`config.mk`:
```
export PLATFORM = sky130hd
export DESIGN_NAME = acc_serial_tx
export DESIGN_NICKNAME = d
export VERILOG_FILES = /design/src/rtl/acc_serial_tx.sv
export SDC_FILE = /design/constraint.sdc
export NUM_CORES = 1
export LEC_CHECK = 0
export ABC_AREA = 1
export BUFFER_PORTS_ARGS = -buffer_cell sky130_fd_sc_hd__buf_4
export CORE_MARGIN = 3
export CORE_UTILIZATION = 30
export CTS_CLUSTER_SIZE = 28
export DETAILED_ROUTE_END_ITERATION = 6
export GPL_TIMING_DRIVEN = 0
export PLACE_DENSITY = 0.51
export SYNTH_ARGS = -nofsm -noshare
export SYNTH_HDL_FRONTEND = slang
export SYNTH_SLANG_ARGS = --single-unit
```
`constraint.sdc`:
```
create_clock -name clk -period 1.91 [get_ports clk]
set_input_delay 0.191 -clock clk [delete_from_list [all_inputs] [get_ports clk]]
set_output_delay 0.191 -clock clk [all_outputs]
set_load 0.02 [all_outputs]
```
`src/rtl/acc_serial_tx.sv`:
```
// Serial transmitter for the accumulator register bank read side.
// Ports: clk, rst_n, d/load/ready capture handshake, tx line, busy, done.
module acc_serial_tx #(
    parameter int DATA_W       = 8,
    parameter int CLKS_PER_BIT = 4,
    parameter int PARITY_EN    = 0
) (
    input  logic              clk,
    input  logic              rst_n,
    input  logic [DATA_W-1:0] d,
    input  logic              load,
    output logic              ready,
    output logic              tx,
    output logic              busy,
    output logic              done
);

    localparam int CW = (CLKS_PER_BIT > 1) ? $clog2(CLKS_PER_BIT) : 1;
    localparam int BW = (DATA_W > 1) ? $clog2(DATA_W) : 1;
    localparam logic [CW-1:0] BAUD_LAST = CW'(CLKS_PER_BIT - 1);
    localparam logic [BW-1:0] BIT_LAST  = BW'(DATA_W - 1);

    typedef enum logic [2:0] {
        IDLE,
        START,
        DATA,
        PARITY,
        STOP
    } state_t;

    state_t            state, state_n;
    logic [DATA_W-1:0] shreg, shreg_n;
    logic [BW-1:0]     bitcnt, bitcnt_n;
    logic [CW-1:0]     baud, baud_n;
    logic              par, par_n;
    logic              tx_n, ready_n, busy_n, done_n;
    logic              adv;

    assign adv = (baud == BAUD_LAST);

    always_ff @(posedge clk or negedge rst_n) begin
        if (!rst_n) begin
            state  <= IDLE;
            shreg  <= '0;
            bitcnt <= '0;
            baud   <= '0;
            par    <= 1'b0;
            tx     <= 1'b1;
            ready  <= 1'b1;
            busy   <= 1'b0;
            done   <= 1'b0;
        end else begin
            state  <= state_n;
            shreg  <= shreg_n;
            bitcnt <= bitcnt_n;
            baud   <= baud_n;
            par    <= par_n;
            tx     <= tx_n;
            ready  <= ready_n;
            busy   <= busy_n;
            done   <= done_n;
        end
    end

    // Next-state logic; outputs are derived from the next state so that
    // they can be registered without a cycle of lag.
    always_comb begin
        state_n  = state;
        shreg_n  = shreg;
        bitcnt_n = bitcnt;
        baud_n   = baud;
        par_n    = par;
        done_n   = 1'b0;

        if (state != IDLE) begin
            baud_n = adv ? '0 : baud + CW'(1);
        end

        unique case (state)
            IDLE: begin
                if (load && ready) begin
                    shreg_n  = d;
                    par_n    = ^d;
                    bitcnt_n = '0;
                    baud_n   = '0;
                    state_n  = START;
                end
            end
            START: begin
                if (adv) state_n = DATA;
            end
            DATA: begin
                if (adv) begin
                    shreg_n = shreg >> 1;
                    if (bitcnt == BIT_LAST) begin
                        bitcnt_n = '0;
                        state_n  = (PARITY_EN != 0) ? PARITY : STOP;
                    end else begin
                        bitcnt_n = bitcnt + BW'(1);
                    end
                end
            end
            PARITY: begin
                if (adv) state_n = STOP;
            end
            STOP: begin
                if (adv) begin
                    state_n = IDLE;
                    done_n  = 1'b1;
                end
            end
            default: state_n = IDLE;
        endcase
    end

    always_comb begin
        tx_n = 1'b1;
        unique case (state_n)
            START:   tx_n = 1'b0;
            DATA:    tx_n = shreg_n[0];
            PARITY:  tx_n = par_n;
            default: tx_n = 1'b1;
        endcase
        ready_n = (state_n == IDLE);
        busy_n  = ~ready_n;
    end

endmodule

```
==> results of run 1 <==
## power breakdown
part	switching, uW	internal [uW]
sequential	96.1	637
clock	143	145
combinational	473	324
## registers in the layout, indices dropped and copies added (netlist names), 2 cells and up
signal  cells
shreg       8
bitcnt      3
state       3
baud        2
## layer usage
metal	track usage, %	wire length [um]
met1	14.0	1060
met2	20.0	1100
met3	1.64	100
met4	5.21	40
met5	0	0
## final cells by class
cell class                 count  area (um^2)
fill                         389         2300
sequential                    21          528
multi-input combinational    100          524
timing repair buffer          15          115
inverter                      24         90.1
tap                           48         60.1
clock buffer                   3         41.3
buffer                         2         22.5
clock inverter                 1         5.00
## worst max-delay path, cell delays in order (launching register included)
cell,delay (ns)
sky130_fd_sc_hd__dfrtp_1,0.38
sky130_fd_sc_hd__ha_1,0.28
sky130_fd_sc_hd__inv_2,0.11
sky130_fd_sc_hd__nor2_4,0.24
sky130_fd_sc_hd__nor2_4,0.06
sky130_fd_sc_hd__buf_6,0.14
sky130_fd_sc_hd__nand2_1,0.06
sky130_fd_sc_hd__nand2_1,0.05
## final timing paths
kind	from	endpoint	slack [ns]	cells after the start
max in group asynchronous	rst_n	tx	1.30	2
worst min-delay path	d[6]	shreg[6]	0.20	3
worst max register to register	baud[0]	shreg[4]	0.46	7
min in group asynchronous	rst_n	busy	0.34	2
worst min register to register	shreg[1]	shreg[1]	0.48	2
worst max-delay path	baud[0]	shreg[4]	0.46	7
## timing repair
item                                    in CTS  in global routing
hold buffers                                 1                  0
endpoints found under the setup margin       0                  0
endpoints found under the hold margin       19                  0
## Yosys cell counts (2+ instances only)
cell type / number
sky130_fd_sc_hd__nor2_1: 6
sky130_fd_sc_hd__and2_1: 2
sky130_fd_sc_hd__inv_2: 5
sky130_fd_sc_hd__nand3_1: 7
sky130_fd_sc_hd__buf_6: 2
sky130_fd_sc_hd__nand4_1: 2
sky130_fd_sc_hd__nor2_4: 2
sky130_fd_sc_hd__o21ai_2: 4
sky130_fd_sc_hd__nor4_1: 2
sky130_fd_sc_hd__nand2_1: 53
sky130_fd_sc_hd__dfrtp_1: 19
sky130_fd_sc_hd__a22oi_1: 6
sky130_fd_sc_hd__nor2_2: 2
sky130_fd_sc_hd__inv_1: 19
sky130_fd_sc_hd__dfstp_2: 2
sky130_fd_sc_hd__ha_1: 3
sky130_fd_sc_hd__o21ai_1: 4
sky130_fd_sc_hd__nand2_2: 2
## cell families (layout without fill, tap and decap cells)
family / after synthesis / count (layout) / synth area share, %
AND/OR/NAND/NOR: 81 / 81 / 31.7
buffers and inverters: 26 / 45 / 9.67
flip-flops: 21 / 21 / 45.3
AO/OA/AOI/OAI: 15 / 15 / 9.34
adder cells (fa/ha/maj): 3 / 3 / 3.22
XOR/XNOR: 1 / 1 / 0.752
## cell usage in the layout (no fill, tap or decap), types with 2 or more instances in the layout
| cell type | count |
|---|---|
| sky130_fd_sc_hd__nor2_1 | 6 |
| sky130_fd_sc_hd__and2_1 | 2 |
| sky130_fd_sc_hd__inv_2 | 5 |
| sky130_fd_sc_hd__buf_6 | 2 |
| sky130_fd_sc_hd__nor2_4 | 2 |
| sky130_fd_sc_hd__nor2_2 | 2 |
| sky130_fd_sc_hd__clkbuf_8 | 3 |
| sky130_fd_sc_hd__nand4_1 | 2 |
| sky130_fd_sc_hd__nand2_1 | 53 |
| sky130_fd_sc_hd__dfrtp_1 | 19 |
| sky130_fd_sc_hd__nor4_1 | 2 |
| sky130_fd_sc_hd__ha_1 | 3 |
| sky130_fd_sc_hd__o21ai_2 | 4 |
| sky130_fd_sc_hd__a22oi_1 | 6 |
| sky130_fd_sc_hd__nand2_2 | 2 |
| sky130_fd_sc_hd__o21ai_1 | 4 |
| sky130_fd_sc_hd__nand3_1 | 7 |
| sky130_fd_sc_hd__buf_4 | 14 |
| sky130_fd_sc_hd__dfstp_2 | 2 |
| sky130_fd_sc_hd__inv_1 | 19 |
## per-stage QoR
step	total power, uW	instance area (um^2)	setup WS (ns)	hold slack, ns	std cells
global route	1990	1390	0.323	0.207	214
detailed placement	1550	1330	0.459	0.0931	209
finish	1820	1390	0.459	0.196	214
floorplan	1340	1160	0.562	-0.105	147
global placement	1530	1330	0.477	0.0846	209
CTS	1850	1390	0.439	0.194	214
==> results.rst, run 1 <==
.. list-table::
   :header-rows: 1

   * - Metric
     - Value
   * - Critical path fanouts, max
     - 10
   * - Worst hold path type
     - input pin to flop
   * - Average footprint of a synthesized cell
     - 7.92 um^2
   * - Post-synthesis register bit count
     - 21
   * - Num ports
     - 15
   * - Maximum number of pins on one net before global-route repair
     - 22
   * - Leading register cell type out of synthesis
     - sky130_fd_sc_hd__dfrtp_1
   * - Register clock-pin slew on the reported worst setup and hold paths
     - 0.08 ns
   * - Detail Route Antenna Nets
     - 0
   * - Wire length of the first global-routing pass
     - 4.01 mm
   * - Detailed placer's ending HPWL
     - 1.82 mm
   * - Die footprint
     - 0.00467 mm^2
   * - # resized after CTS
     - 0
   * - Vias
     - 969
   * - Post-route fraction of the period consumed by the critical path
     - 76.0%
   * - Total Nets Final
     - 181
   * - Area added between synthesis and finish
     - 19.0%
   * - Maximum clock rate
     - 689 MHz
   * - Number of antenna diodes
     - 0
   * - Final worst path period need
     - 1.45 ns
   * - Setup repair after global routing missed its margin
     - false
   * - Y dimension of the die
     - 68.3 um
   * - PwrDens
     - 1310 mW/mm^2
   * - Core area
     - 0.00369 mm^2
   * - Fraction of layout instances using a drive strength above 1
     - 23.5%
   * - Number of global-route vias before repair
     - 970
   * - Effective utilization at floorplan
     - 31.6%
   * - Yosys warning count
     - 0
   * - Mean number of vias per cell
     - 4.53
   * - Cell types occupying the most area after synthesis
     - sky130_fd_sc_hd__dfrtp_1, sky130_fd_sc_hd__nand2_1, sky130_fd_sc_hd__inv_1
   * - Data required time at the worst endpoint
     - 2.05 ns
   * - CTS Buffer Depth
     - 2
   * - Count of TritonRoute iterations in the first routing pass
     - 4
   * - Root Buffer
     - sky130_fd_sc_hd__clkbuf_8
   * - Total global-route track usage
     - 11.5%
   * - Largest vdd supply drop
     - 0.000539 V
   * - Arr. time, crit path
     - 1.59 ns
   * - # H-tree levels
     - 1
   * - Clock buffers created by TritonCTS
     - 3
   * - Leading area contributor after synthesis
     - sky130_fd_sc_hd__dfrtp_1
   * - Post-CTS Setup Bufs
     - 0
   * - Util after Layout
     - 37.6%
   * - Cells after Synth
     - 147
   * - Count of flip-flops with a built-in enable after synthesis
     - 0
   * - Number of nets produced by synthesis
     - 161
   * - Per-cell routed wire length
     - 10.7 um
   * - Fraction of the yosys area taken by sequential cells
     - 45.3%
   * - Number of DRC markers in iteration 0
     - 19
   * - CTS tree
     - yes
   * - Count of buffers from port buffering
     - 14
   * - Leak
     - 0.000740 uW
   * - Reported max-cap violation count
     - 0
   * - Asr flop ratio synth
     - 100%
   * - Clock Latency Late Sink
     - 0.26 ns
   * - Actual transition at the worst max-transition pin
     - 0.307 ns
   * - Count of unresolved DRC violations after routing
     - 0
   * - Final count of negative-setup-slack endpoints
     - 0
   * - Setup crit end kind
     - flop
   * - Sum of routed wire length over all layers
     - 2.30 mm
   * - Slew Limit Fails
     - 0
   * - Sort of element at the start of the critical path
     - flop
   * - CP Class
     - flop to flop
   * - Run status
     - finished, final reports clean
   * - Weighted congestion reported at the end of routability-driven placement
     - 0.699
   * - Count of endpoints failing hold in the final timing report
     - 0
   * - Clock sink total
     - 21
   * - Unique cell type count in the Yosys netlist
     - 23
   * - Total congestion overflow after global routing
     - 0
   * - Antenna violations before repair
     - 0
   * - Post-Syn Area
     - 0.00116 mm^2
   * - Top cell type's share of synthesized area
     - 40.8%
   * - Die Span X
     - 68.3 um
   * - Worst clock skew
     - 0.00444 ns
   * - Final total negative setup slack
     - 0 ns
   * - # rows
     - 22
   * - Worst slew margin relative to its limit
     - 79.4%
Note: power is estimated with default switching activity, not from simulation.
==> inputs of run 2 (changes only) <==
Settings changed: PLACE_DENSITY 0.51 to 0.53.
Clock period 1.91 ns to 1.28 ns, I/O delays scaled along.
==> run 2 against run 1 <==
The run now ends with negative setup slack left; maximum frequency up 8.9%; die area is the same; clock skew is essentially flat; first-iteration DRC count down 5.3%; clock power is 51% higher; via count grew 7.1%; count of clock-buffer cells in the layout rose by 1.
==> results.rst, run 2 (same netlist as run 1, synthesis figures left out) <==
.. list-table::
   :header-rows: 1

   * - Metric
     - Value
   * - Weighted congestion reported at the end of routability-driven placement
     - 0.899
   * - Count of TritonRoute iterations in the first routing pass
     - 4
   * - Most frequent cells in the layout
     - sky130_fd_sc_hd__nand2_1, sky130_fd_sc_hd__buf_4, sky130_fd_sc_hd__dfrtp_1, sky130_fd_sc_hd__inv_1, sky130_fd_sc_hd__nand2_2
   * - Run status
     - complete, but fails checks
   * - Area added between synthesis and finish
     - 36.2%
   * - Internal power consumption
     - 1950 uW
   * - Die Span X
     - 68.3 um
   * - Worst hold slack across all endpoints
     - 0.122 ns
   * - Final total negative setup slack
     - -0.397 ns
   * - Worst setup slack after layout
     - -0.0527 ns
   * - Post-route fraction of the period consumed by the critical path
     - 104%
   * - Largest vdd supply drop
     - 0.000772 V
   * - Most common cell after layout, fill and taps aside
     - sky130_fd_sc_hd__nand2_1
   * - Fraction of layout instances using a drive strength above 1
     - 39.8%
   * - Worst setup path endpoint
     - baud[0]
   * - Reg2Reg Capture Point
     - baud[0]
   * - Count of endpoints failing hold in the final timing report
     - 0
   * - Sort of element at the start of the critical path
     - flop
   * - Clk network pwr share
     - 13.6%
   * - Critical Path Slowest Stage Cell
     - sky130_fd_sc_hd__dfrtp_1
   * - Total global-route track usage
     - 12.7%
   * - Final count of negative-setup-slack endpoints
     - 13
   * - Clock Latency Late Sink
     - 0.26 ns
   * - Setup repair after global routing missed its margin
     - true
   * - CTS Buffer Depth
     - 2
   * - Reg2Reg Depth
     - 7
   * - Sum of routed wire length over all layers
     - 2.58 mm
   * - Wire length of the first global-routing pass
     - 4.43 mm
   * - Count of buffers from port buffering
     - 14
   * - Largest stage delay, worst path
     - 0.42 ns
   * - Failing checks
     - negative setup slack
   * - Detail Route Antenna Nets
     - 0
   * - Register clock-pin slew on the reported worst setup and hold paths
     - 0.08 ns
   * - Arr. time, crit path
     - 1.48 ns
   * - Part of the total power dissipated in combinational logic
     - 51.2%
   * - Vias
     - 1038
   * - Clock buffers created by TritonCTS
     - 3
   * - Count of unresolved DRC violations after routing
     - 0
   * - Number of filler cells placed in the layout
     - 384
   * - Switch share
     - 39.3%
   * - Setup crit end kind
     - flop
   * - Total Nets Final
     - 196
   * - Clock sink total
     - 21
   * - Global-route track usage on met2
     - 22.5%
   * - Slew Limit Fails
     - 0
   * - Max FFs per register
     - 8
   * - Met1 Track Usage GR
     - 14.8%
   * - Number of antenna diodes
     - 0
   * - Cell repeated most along the worst path
     - sky130_fd_sc_hd__buf_4
   * - Net switching power
     - 1260 uW
   * - Num ports
     - 15
   * - Reg2Reg Setup Slack
     - -0.05 ns
   * - CP Class
     - flop to flop
   * - Largest registers
     - shreg x8, bitcnt x3, state x3
   * - Die footprint
     - 0.00467 mm^2
   * - PwrDens
     - 2020 mW/mm^2
   * - Cells along the critical path
     - nor2_2, nand2_2, buf_4, buf_4, inv_4, nor3_1, a31o_2
   * - Final worst path period need
     - 1.33 ns
   * - Worst hold path type
     - input pin to flop
   * - CTS tree
     - yes
   * - Critical path fanouts, max
     - 4
   * - Per-cell routed wire length
     - 11.3 um
   * - Maximum clock rate
     - 750 MHz
   * - Finished Cell Area
     - 0.00159 mm^2
   * - Core area
     - 0.00369 mm^2
   * - Leak
     - 0.000821 uW
   * - Largest register by flop count
     - shreg
   * - Reported max-cap violation count
     - 0
   * - # rows
     - 22
   * - Actual transition at the worst max-transition pin
     - 0.297 ns
   * - Data required time at the worst endpoint
     - 1.43 ns
   * - Area after DPL
     - 0.00134 mm^2
   * - Mean number of vias per cell
     - 4.53
   * - Number of DRC markers in iteration 0
     - 18
   * - # H-tree levels
     - 1
   * - Maximum number of pins on one net before global-route repair
     - 22
   * - Antenna violations before repair
     - 0
   * - Detailed placer's ending HPWL
     - 1.76 mm
   * - Worst clock skew
     - 0.00438 ns
   * - Root Buffer
     - sky130_fd_sc_hd__clkbuf_8
   * - Effective utilization at floorplan
     - 31.6%
   * - Worst slew margin relative to its limit
     - 80.0%
   * - Start point of the critical path
     - state[0]
   * - Met3 track utilization from global routing
     - 1.97%
   * - Y dimension of the die
     - 68.3 um
   * - Total congestion overflow after global routing
     - 0
   * - Share of total power in sequential cells
     - 35.3%
   * - Source of the worst register-to-register timing path
     - state[0]
   * - Routing layer with the top usage in global route
     - met2
   * - Number of global-route vias before repair
     - 1042
[run 2: changes by cell type in the layout (fill, tap and decap cells not counted), moves of 2 or more]
| cell | previous run | this run |
|---|---|---|
| sky130_fd_sc_hd__ha_4 | 0 | 2 |
| sky130_fd_sc_hd__inv_4 | 0 | 2 |
| sky130_fd_sc_hd__ha_1 | 3 | 0 |
| sky130_fd_sc_hd__nand2_2 | 2 | 12 |
| sky130_fd_sc_hd__nand2_1 | 53 | 42 |
| sky130_fd_sc_hd__nand3_2 | 0 | 2 |
| sky130_fd_sc_hd__inv_1 | 19 | 17 |
| sky130_fd_sc_hd__buf_4 | 14 | 28 |
| sky130_fd_sc_hd__nand3_1 | 7 | 5 |
[run 2: worst max-delay path: cells and delay by family, from the launching register on]
| kind | cells | cell delay (ns) |
|---|---|---|
| DFF | 1 | 0.42 |
| buffers and inverters | 3 | 0.31 |
| and+or+nand+nor | 3 | 0.29 |
| AOI/OAI and AO/OA | 1 | 0.20 |
[run 2: through the flow]
stage	setup WS, ns	utilization [%]	instances	power [uW]
after global placement	-0.0989	36.2	209	2280
after CTS	-0.0504	41.2	225	3020
final	-0.0527	43.0	229	3200
after detailed placement	-0.133	36.2	209	2340
after global routing	-0.166	43.0	229	3480
after floorplan	-0.0211	-	147	2010
[run 2: worst min-delay path by stage]
stage / endpoint / cells after the start / slack (ns) / startpoint
after global routing: shreg[6] / 3 / 0.13 / d[6]
after detailed placement: busy / 1 / 0.03 / rst_n
after CTS: shreg[6] / 3 / 0.13 / d[6]
final: shreg[6] / 3 / 0.12 / d[6]
after floorplan: baud[0] / 0 / -0.17 / rst_n
after global placement: busy / 1 / 0.03 / rst_n
[run 2: layout make-up]
class | instances | area [um^2] | area share, %
Sequential cell | 21 | 528 | 33.3
Tap cell | 48 | 60.1 | 3.79
Buffer | 2 | 22.5 | 1.42
Clock buffer | 4 | 45.0 | 2.84
Timing Repair Buffer | 30 | 231 | 14.6
Multi-Input combinational cell | 100 | 604 | 38.1
Inverter | 24 | 95.1 | 5.99
[run 2: per-layer routing]
layer / part of all wire (%) / routed length (um)
met5: 0 / 0
met4: 2.2 / 57
met3: 1.5 / 40
met1: 43 / 1110
met2: 53 / 1370
[run 2: power by group through the flow]
stage | Sequential [uW] | Combinational, uW | Clock [uW]
6_report | 1130 | 1640 | 435
5_1_grt | 1160 | 1840 | 481
4_1_cts | 1110 | 1470 | 443
3_5_place_dp | 1120 | 1220 | 0
3_3_place_gp | 1100 | 1180 | 0
2_1_floorplan | 1150 | 861 | 0
[run 2: repair_timing]
action                                 CTS  global route
hold buffers                             1             0
cloned                                   1             0
buffers inserted                        10             4
gates resized for setup                 11            14
pin swaps                                4             6
endpoints found under the hold margin   19             0
setup endpoints to repair               15            16
